==> config.mk <==
export PLATFORM = sky130hd
export DESIGN_NAME = imem_boot_ctrl
export DESIGN_NICKNAME = d
export VERILOG_FILES = /design/src/rtl/core_pkg.sv /design/src/rtl/boot_timeout.sv /design/src/rtl/imem_boot_ctrl.sv
export SDC_FILE = /design/constraint.sdc
export NUM_CORES = 1
export LEC_CHECK = 0
export CORE_ASPECT_RATIO = 1.4
export CORE_MARGIN = 2
export CORE_UTILIZATION = 35
export CTS_CLUSTER_DIAMETER = 60
export CTS_CLUSTER_SIZE = 12
export DETAILED_ROUTE_END_ITERATION = 8
export PLACE_DENSITY = 0.91
export SYNTH_ARGS = -nofsm -noshare
export SYNTH_HDL_FRONTEND = slang
export SYNTH_SLANG_ARGS = --single-unit
==> constraint.sdc <==
create_clock -name clk -period 2.5 [get_ports clk]
set_input_delay 0.625 -clock clk [delete_from_list [all_inputs] [get_ports clk]]
set_output_delay 0.625 -clock clk [all_outputs]
set_load 0.01 [all_outputs]
==> src/rtl/core_pkg.sv <==
// core_pkg: shared FSM state, default parameters and width helper for imem_boot_ctrl
//   DEF_DEPTH   default instruction-memory depth in 32-bit words
//   DEF_TIMEOUT default number of cycles to wait for a source word
//   LEN_W       width of load length and word counter
//   addr_w()    word-address width for a given depth
package core_pkg;
  localparam int DEF_DEPTH = 256;
  localparam int DEF_TIMEOUT = 64;
  localparam int LEN_W = 9;
  typedef enum logic [1:0] {IDLE, FETCH, RUN, ERR} boot_state_t;
  function automatic int addr_w(input int depth);
    return (depth > 1) ? $clog2(depth) : 1;
  endfunction
endpackage

==> src/rtl/boot_timeout.sv <==
// boot_timeout: counts consecutive cycles spent waiting for a source word
//   clk       rising-edge clock
//   nrst      asynchronous active-low reset
//   i_clear   synchronous clear (outside FETCH or on an accepted word)
//   i_en      count this cycle as a waiting cycle
//   o_expired this is the TIMEOUT-th consecutive waiting cycle
module boot_timeout
  import core_pkg::*;
#(
  parameter int TIMEOUT = DEF_TIMEOUT
) (
  input  logic clk,
  input  logic nrst,
  input  logic i_clear,
  input  logic i_en,
  output logic o_expired
);
  localparam int CW = $clog2(TIMEOUT + 1);
  logic [CW-1:0] r_cnt;
  always_ff @(posedge clk or negedge nrst) begin
    if (!nrst) begin
      r_cnt <= '0;
    end else if (i_clear) begin
      r_cnt <= '0;
    end else if (i_en) begin
      r_cnt <= r_cnt + CW'(1);
    end
  end
  // r_cnt holds completed waiting cycles, so the current one is the last allowed
  assign o_expired = i_en && (r_cnt == CW'(TIMEOUT - 1));
endmodule

==> src/rtl/imem_boot_ctrl.sv <==
// imem_boot_ctrl: copies a boot image from an external word source into instruction memory
//   clk, nrst                       clock, asynchronous active-low reset
//   load_req, load_len              (re)load pulse and number of words to load
//   exIns_valid, exIns_in           source word valid and data
//   exIns_ren, exIns_addr           source read request and byte address
//   core_pc                         core fetch byte address, used in RUN only
//   imem_we, imem_addr, imem_wdata  instruction-memory write/fetch port
//   core_hold, done, err, word_cnt  status
module imem_boot_ctrl
  import core_pkg::*;
#(
  parameter int          DEPTH   = DEF_DEPTH,
  parameter logic [31:0] BASE    = 32'h0000_0000,
  parameter int          TIMEOUT = DEF_TIMEOUT
) (
  input  logic                       clk,
  input  logic                       nrst,
  input  logic                       load_req,
  input  logic [LEN_W-1:0]           load_len,
  input  logic                       exIns_valid,
  input  logic [31:0]                exIns_in,
  output logic                       exIns_ren,
  output logic [31:0]                exIns_addr,
  input  logic [31:0]                core_pc,
  output logic                       imem_we,
  output logic [addr_w(DEPTH)-1:0]   imem_addr,
  output logic [31:0]                imem_wdata,
  output logic                       core_hold,
  output logic                       done,
  output logic                       err,
  output logic [LEN_W-1:0]           word_cnt
);
  localparam int AW = addr_w(DEPTH);
  localparam logic [LEN_W-1:0] MAX_LEN = LEN_W'((DEPTH > 511) ? 511 : DEPTH);
  boot_state_t r_state, w_state_nxt;
  logic [LEN_W-1:0] r_word_cnt, r_len, w_cnt_nxt, w_len_nxt, w_load_len, w_cnt_inc;
  logic w_fetch, w_start, w_acc, w_expired, w_unused_pc;
  assign w_fetch    = r_state == FETCH;
  // a load request is ignored while a load is in flight
  assign w_start    = load_req && !w_fetch;
  assign w_acc      = w_fetch && exIns_valid;
  assign w_load_len = (load_len > MAX_LEN) ? MAX_LEN : load_len;
  assign w_cnt_inc  = r_word_cnt + LEN_W'(1);
  boot_timeout #(.TIMEOUT(TIMEOUT)) u_timeout (
    .clk       (clk),
    .nrst      (nrst),
    .i_clear   (!w_fetch || exIns_valid),
    .i_en      (w_fetch && !exIns_valid),
    .o_expired (w_expired)
  );
  always_ff @(posedge clk or negedge nrst) begin
    if (!nrst) begin
      r_state    <= IDLE;
      r_word_cnt <= '0;
      r_len      <= '0;
    end else begin
      r_state    <= w_state_nxt;
      r_word_cnt <= w_cnt_nxt;
      r_len      <= w_len_nxt;
    end
  end
  always_comb begin
    w_state_nxt = r_state;
    w_cnt_nxt   = r_word_cnt;
    w_len_nxt   = r_len;
    if (w_start) begin
      w_cnt_nxt   = '0;
      w_len_nxt   = w_load_len;
      w_state_nxt = (w_load_len == '0) ? RUN : FETCH;
    end else if (w_acc) begin
      w_cnt_nxt   = w_cnt_inc;
      w_state_nxt = (w_cnt_inc == r_len) ? RUN : FETCH;
    end else if (w_expired) begin
      w_state_nxt = ERR;
    end
  end
  assign exIns_ren  = w_fetch;
  assign exIns_addr = BASE + (32'(r_word_cnt) << 2);
  // the write happens in the same cycle the source presents the word
  assign imem_we    = w_acc;
  assign imem_wdata = w_acc ? exIns_in : '0;
  assign imem_addr  = (r_state == RUN) ? core_pc[AW+1:2] : AW'(r_word_cnt);
  assign core_hold  = r_state != RUN;
  assign done       = r_state == RUN;
  assign err        = r_state == ERR;
  assign word_cnt   = r_word_cnt;
  assign w_unused_pc = ^{core_pc[31:AW+2], core_pc[1:0]};
endmodule

==> flow_summary_export.csv, run 1 <==
group,metric,value,unit
worst_setup_path,crit_chain,"clkdlybuf4s15_2 > bufbuf_16 > and3_1 > clkdlybuf4s50_1",
floorplan,dieArea,0.006888,mm^2
pwr,internal-power,0.001368,W
sta,worst_pin_slew,0.6259,ns
sta,timing.slew.headroom,58.27,%
worst_setup_path,crit_fanout,17,
drt,detail_route.iter0.violations,92,
worst_setup_path,max_stage_delay,0.53,ns
hold_path,hold_class,"register to register",
drt,routed_wl,6.167,mm
outcome,outcome,"complete, no violations",
synth,synth_area_per_cell,8.388,um^2
clock_network,clk_path_buf_depth,2,
sta,timing.fmax,409.4,MHz
drt,viasPerCell,4.998,
sta,drv_slew,0,
floorplan,die_h,97.40,um
grt,grt_util_all_layers,17.26,%
pwr,p_comb_share,61.3,%
sta,period_needed,2.442,ns
placed_design,placedCellCount,431,
worst_setup_path,r2r_slack,0.38,ns
synth,yosysTopAreaCellShare,30.98,%
grt,grt_overflow,0,
synth,synth_area,0.002181,mm^2
sta,hold_viol,0,
pwr,ir_drop,364.4,uV
worst_setup_path,critPathLaunchType,"primary input",
worst_setup_path,crit_slowest_cell,"clkdlybuf4s50_1",
worst_setup_path,crit_buf_inv,3,
synth,synth_edf_count,0,
clock_network,postCtsHoldBufs,0,
synth,yosysWarningCount,0,
clock_network,clk_pin_slew_worst_paths,0.08,ns
floorplan,coreArea,0.006126,mm^2
grt,grt_max_degree,37,
clock_network,numCtsBuffers,3,
synth,synth_ff_type,"dfrtp_1",
pwr,total_power,0.002277,W
grt,antenna_found_initial,0,
floorplan,start_util,35.60,%
synth,synth_top_area_cell,"dfrtp_1",
drt,ant_nets,0,
pwr,p_sw_share,39.91,%
drt,routed-via-count,2199,
worst_setup_path,worst-endpoint-required,1.88,ns
placed_design,post-dp-hpwl,4.607,mm
sta,period_share,97.70,%
synth,synth_cell_types,51,
layout,drive_gt1_share,10.87,%
worst_setup_path,cp_top_family,"buffers and inverters",
placed_design,port_buffers,115,
layout,final_cell_mix,"clkdlybuf4s50_1, and3_1, dfrtp_1",
synth,netlist_instances,260,
pwr,p_switching,0.0009086,W
synth,yosysSeqAreaShare,30.98,%
pwr,p_per_area,669.9,mW/mm^2
clock_network,root_buffer,"clkbuf_8",
floorplan,die_x,70.72,um
drt,routedWlPerCell,14.02,um
clock_network,cts_tree,"yes",
clock_network,htree_num_levels,1,
sta,clock_skew,0.003925,ns
pwr,seqPwrFrac,27.9,%
layout,area_growth,55.82,%
worst_setup_path,end_kind,"output port",
floorplan,io_pins,163,
clock_network,clk_latency,0.27,ns
floorplan,num_rows,34,
layout,stdcell_count,440,
pwr,cellLeakagePower,1.504,nW
drt,first_pass_iters,4,
synth,synth-seq-cells,27,
clock_network,cts.sinks,27,
worst_setup_path,worstPathArrival,1.82,ns
layout,layout_commonest_cell,"clkdlybuf4s50_1",
run,cap_violations,0,
worst_setup_path,path_class,"primary input to output port",
layout,diodes,0,
layout,final_nets,448,
synth,ys_top_cells_by_area,"dfrtp_1, buf_4, and3_1",
sta,rsz0062_at_grt,"false",
grt,first_global_vias,2084,
grt,grt_first_pass_wirelength,9.770,mm
placed_design,gp_congestion,0.8719,
sta,setup_viol_count_final,0,
pwr,clkPwrFrac,10.8,%
synth,async_reset_ff_share,100.0,%
drt,drc,0,
[layer usage]
| layer | part of all wire [%] | GRT usage, % | vias to the layer above |
|---|---|---|---|
| li1 | - | - | 1079 |
| met1 | 40 | 21.18 | 1014 |
| met2 | 53 | 30.55 | 95 |
| met3 | 5.0 | 1.556 | 11 |
| met4 | 2.1 | 6.821 | 0 |
| met5 | 0 | 0 | - |
[cells by family (layout without fill, tap and decap cells)]
kind of cell	after synthesis	after routing	share of synthesized area (%)
xor gates and xnor gates	12	12	4.819
muxes	10	10	5.106
other	1	23	0.1720
and+or+nand+nor	111	111	28.63
AOI/OAI and AO/OA	46	46	14.23
adders and majority gates	2	2	1.147
DFF	27	27	30.98
buffers and inverters	51	137	14.92
[flip-flops by register name, indices dropped and copies added (netlist names)]
name             cells
r_len                9
word_cnt             9
u_timeout.r_cnt      7
r_state              2
[metrics by stage]
step           TNS [ns]  utilization, %  instance area [um^2]  hold WS (ns)  worst slack, ns
2_1_floorplan         0               -                  2263        0.3294           0.4539
3_3_place_gp     -3.718           53.45                  3274        0.4747          -0.1255
3_5_place_dp     -4.699           53.45                  3274        0.4963          -0.1680
4_1_cts               0           54.64                  3347        0.5098        0.0003528
5_1_grt               0           55.47                  3398        0.5284         0.009853
6_report              0           55.47                  3398        0.5042          0.05755
[final cells by class]
cell class,instances,area (um^2)
Timing Repair Buffer,128,1280
Inverter,4,27.53
Multi-Input combinational cell,204,1270
Timing Repair inverter,1,8.758
Clock buffer,4,45.04
Fill cell,559,2728
Tap cell,72,90.09
Sequential cell,27,676.9
[worst paths after layout]
kind | start | end | depth (start not counted)
min reg2reg | u_timeout.r_cnt[0]$_DFF_PN0_ | u_timeout.r_cnt[0]$_DFF_PN0_ | 1
min | u_timeout.r_cnt[0]$_DFF_PN0_ | u_timeout.r_cnt[0]$_DFF_PN0_ | 1
max | exIns_valid | imem_wdata[14] | 4
max in group asynchronous | nrst | r_state[0]$_DFFE_PN0P_ | 2
max reg2reg | word_cnt[3]$_DFFE_PN0P_ | r_state[1]$_DFFE_PN0P_ | 5
min in group asynchronous | nrst | word_cnt[6]$_DFFE_PN0P_ | 2
[power groups by stage]
stage | Combinational (W) | Clock [W] | Sequential [W]
4_1_cts | 0.00135 | 0.000248 | 0.000636
3_5_place_dp | 0.00134 | 0 | 0.000645
2_1_floorplan | 0.000780 | 0 | 0.000641
6_report | 0.00140 | 0.000245 | 0.000636
5_1_grt | 0.00151 | 0.000265 | 0.000653
3_3_place_gp | 0.00130 | 0 | 0.000636
[synthesized netlist by cell type (2+ instances only)]
| cell type | n |
|---|---|
| dfrtp_1 | 27 |
| inv_2 | 2 |
| a31oi_1 | 3 |
| a21oi_1 | 4 |
| nand3_1 | 8 |
| nor2b_1 | 3 |
| nor3_1 | 2 |
| nand2_1 | 18 |
| mux2_2 | 9 |
| and3_1 | 36 |
| nand2b_1 | 10 |
| xnor2_1 | 6 |
| nor2_1 | 15 |
| o41ai_1 | 2 |
| xor2_1 | 6 |
| clkbuf_1 | 9 |
| buf_4 | 35 |
| inv_1 | 2 |
| o21ai_0 | 21 |
| nand4_1 | 4 |
| nand3_2 | 2 |
| o31ai_1 | 2 |
| or3_1 | 3 |
| buf_2 | 2 |
| ha_1 | 2 |
| o22ai_1 | 2 |
[repair_timing]
item                       in CTS  in global routing
resized for setup              14                  6
cloned                          1                  1
buffers inserted                0                  3
setup endpoints to repair      38                 32
Note: power is estimated with default switching activity, not from simulation.
==> inputs of run 2 (changes only) <==
- SETUP_SLACK_MARGIN: default -> 0.2
==> run 2 against run 1 <==
Net effect:
- maximum frequency grew 9.4%
- clock power hardly changed
- design area fell by 0.55%
- largest cell class is now multi-input gates
- total power shrank 2.4%
- register-to-register slack about the same
- first-iteration DRC count is 2.2% lower
==> flow_summary_export.csv, run 2 (same netlist as run 1, synthesis figures left out) <==
group,metric,value,unit
drt,ant_nets,0,
floorplan,die_h,97.40,um
clock_network,postCtsHoldBufs,0,
worst_setup_path,worstPathArrival,1.61,ns
clock_network,root_buffer,"clkbuf_8",
layout,drive_gt1_share,11.35,%
layout,final_cell_mix,"clkdlybuf4s50_1, dlygate4sd2_1, and3_1",
clock_network,cts_tree,"yes",
worst_setup_path,worst-endpoint-required,1.88,ns
hold_path,hold_class,"register to register",
drt,drc,0,
clock_network,htree_num_levels,1,
floorplan,num_rows,34,
worst_setup_path,path_class,"register to output port",
drt,routed-via-count,2207,
worst_setup_path,crit_fanout,5,
sta,period_needed,2.232,ns
floorplan,dieArea,0.006888,mm^2
worst_setup_path,cp_top_family,"buffers and inverters",
grt,grt_overflow,0,
outcome,outcome,"complete, no violations",
pwr,total_power,0.002222,W
sta,rsz0062_at_grt,"false",
layout,final_nets,450,
worst_setup_path,r2r_slack,0.38,ns
placed_design,post-dp-hpwl,4.607,mm
sta,worst_pin_slew,0.6299,ns
sta,drv_slew,0,
layout,area_growth,54.96,%
worst_setup_path,crit_slowest_cell,"dfrtp_2",
sta,period_share,89.29,%
worst_setup_path,max_stage_delay,0.43,ns
layout,layout_commonest_cell,"clkdlybuf4s50_1",
floorplan,die_x,70.72,um
drt,first_pass_iters,6,
hold_path,hold_path_startpoint,"u_timeout.r_cnt[0]$_DFF_PN0_",
sta,setup_viol_count_final,0,
floorplan,coreArea,0.006126,mm^2
placed_design,port_buffers,115,
sta,clock_skew,0.006136,ns
floorplan,io_pins,163,
run,cap_violations,0,
pwr,cellLeakagePower,1.633,nW
grt,grt_max_degree,28,
clock_network,numCtsBuffers,3,
clock_network,clk_pin_slew_worst_paths,0.08,ns
layout,diodes,0,
sta,timing.fmax,448.0,MHz
drt,routedWlPerCell,14.32,um
clock_network,clk_path_buf_depth,2,
drt,viasPerCell,4.993,
placed_design,gp_congestion,0.8719,
grt,grt_util_all_layers,17.87,%
grt,antenna_found_initial,0,
worst_setup_path,end_kind,"output port",
worst_setup_path,r2r_start,"word_cnt[3]$_DFFE_PN0P_",
placed_design,placedCellCount,431,
worst_setup_path,critPathLaunchType,"register",
grt,first_global_vias,2110,
layout,stdcell_count,442,
sta,hold_viol,0,
floorplan,start_util,35.60,%
drt,detail_route.iter0.violations,90,
clock_network,clk_latency,0.27,ns
worst_setup_path,crit_buf_inv,2,
clock_network,cts.sinks,27,
pwr,p_per_area,657.4,mW/mm^2
drt,routed_wl,6.331,mm
pwr,ir_drop,320.2,uV
sta,timing.slew.headroom,58.01,%
grt,grt_first_pass_wirelength,10.08,mm
worst_setup_path,crit_chain,"nor2b_4 > buf_4 > mux2_2 > dlygate4sd2_1",
worst_setup_path,setup.worst_path.start,"r_state[0]$_DFFE_PN0P_",
run 2: cell types whose count changed in the layout (fill, tap and decap cells not counted), sizes merged:
cell / delta
clkdlybuf4s50: -33
dlygate4sd2: +31
buf: +2
clkdlybuf4s15: +1
clkinv: -1
dlymetal6s2s: +1
inv: +1
run 2: final timing paths:
check | cells past startpoint | end
setup / recovery | 4 | imem_addr[2]
hold / removal | 1 | u_timeout.r_cnt[0]$_DFF_PN0_
setup reg to reg | 5 | r_state[1]$_DFFE_PN0P_
hold reg to reg | 1 | u_timeout.r_cnt[0]$_DFF_PN0_
max in group asynchronous | 2 | r_state[0]$_DFFE_PN0P_
min in group asynchronous | 2 | word_cnt[6]$_DFFE_PN0P_
run 2: layout make-up:
class,instances,area [um^2]
fill,568,2746
multi-input combinational,204,1275
timing repair buffer,130,1259
sequential,27,676.9
tap,72,90.09
clock buffer,4,45.04
inverter,4,22.52
timing repair inverter,1,11.26
run 2: where the power goes:
part / leakage [nW] / switching, W / internal [W] / total (W)
clock network: 0.0228 / 0.000131 / 0.000114 / 0.000245
registers: 0.356 / 0.0000989 / 0.000533 / 0.000632
logic: 1.25 / 0.000683 / 0.000661 / 0.00134
total: 1.63 / 0.000913 / 0.00131 / 0.00222
run 2: metal layers:
layer	GRT usage [%]	wire length, um	vias up
met2	32.35	3445	83
met1	21.70	2496	1032
li1	-	-	1083
met4	6.386	103	0
met3	1.452	285	9
met5	0	0	-
run 2: through the flow:
step / hold WS, ns / util, % / area, um^2 / TNS, ns / setup slack, ns
after global routing: 0.5230 / 55.17 / 3379 / 0 / 0.2043
after CTS: 0.5098 / 55.07 / 3373 / 0 / 0.1694
after global placement: 0.4747 / 53.45 / 3274 / -3.718 / -0.1255
final: 0.5003 / 55.17 / 3379 / 0 / 0.2676
after detailed placement: 0.4963 / 53.45 / 3274 / -4.699 / -0.1680
after floorplan: 0.3294 / - / 2263 / 0 / 0.4539
run 2: repair_timing:
| item | in CTS | in global routing |
|---|---|---|
| gates resized for setup | 55 | 3 |
| hold endpoints to repair | 0 | 0 |
| setup endpoints to repair | 42 | 2 |
| setup buffers | 4 | 0 |
| gates cloned | 3 | 0 |
==> inputs of run 3 (changes only) <==
- CAP_MARGIN: default -> 20
- CTS_CLUSTER_DIAMETER: 60 -> 50
==> results of run 3 <==
Final layout, timing and power as in run 2 (identical DEF).
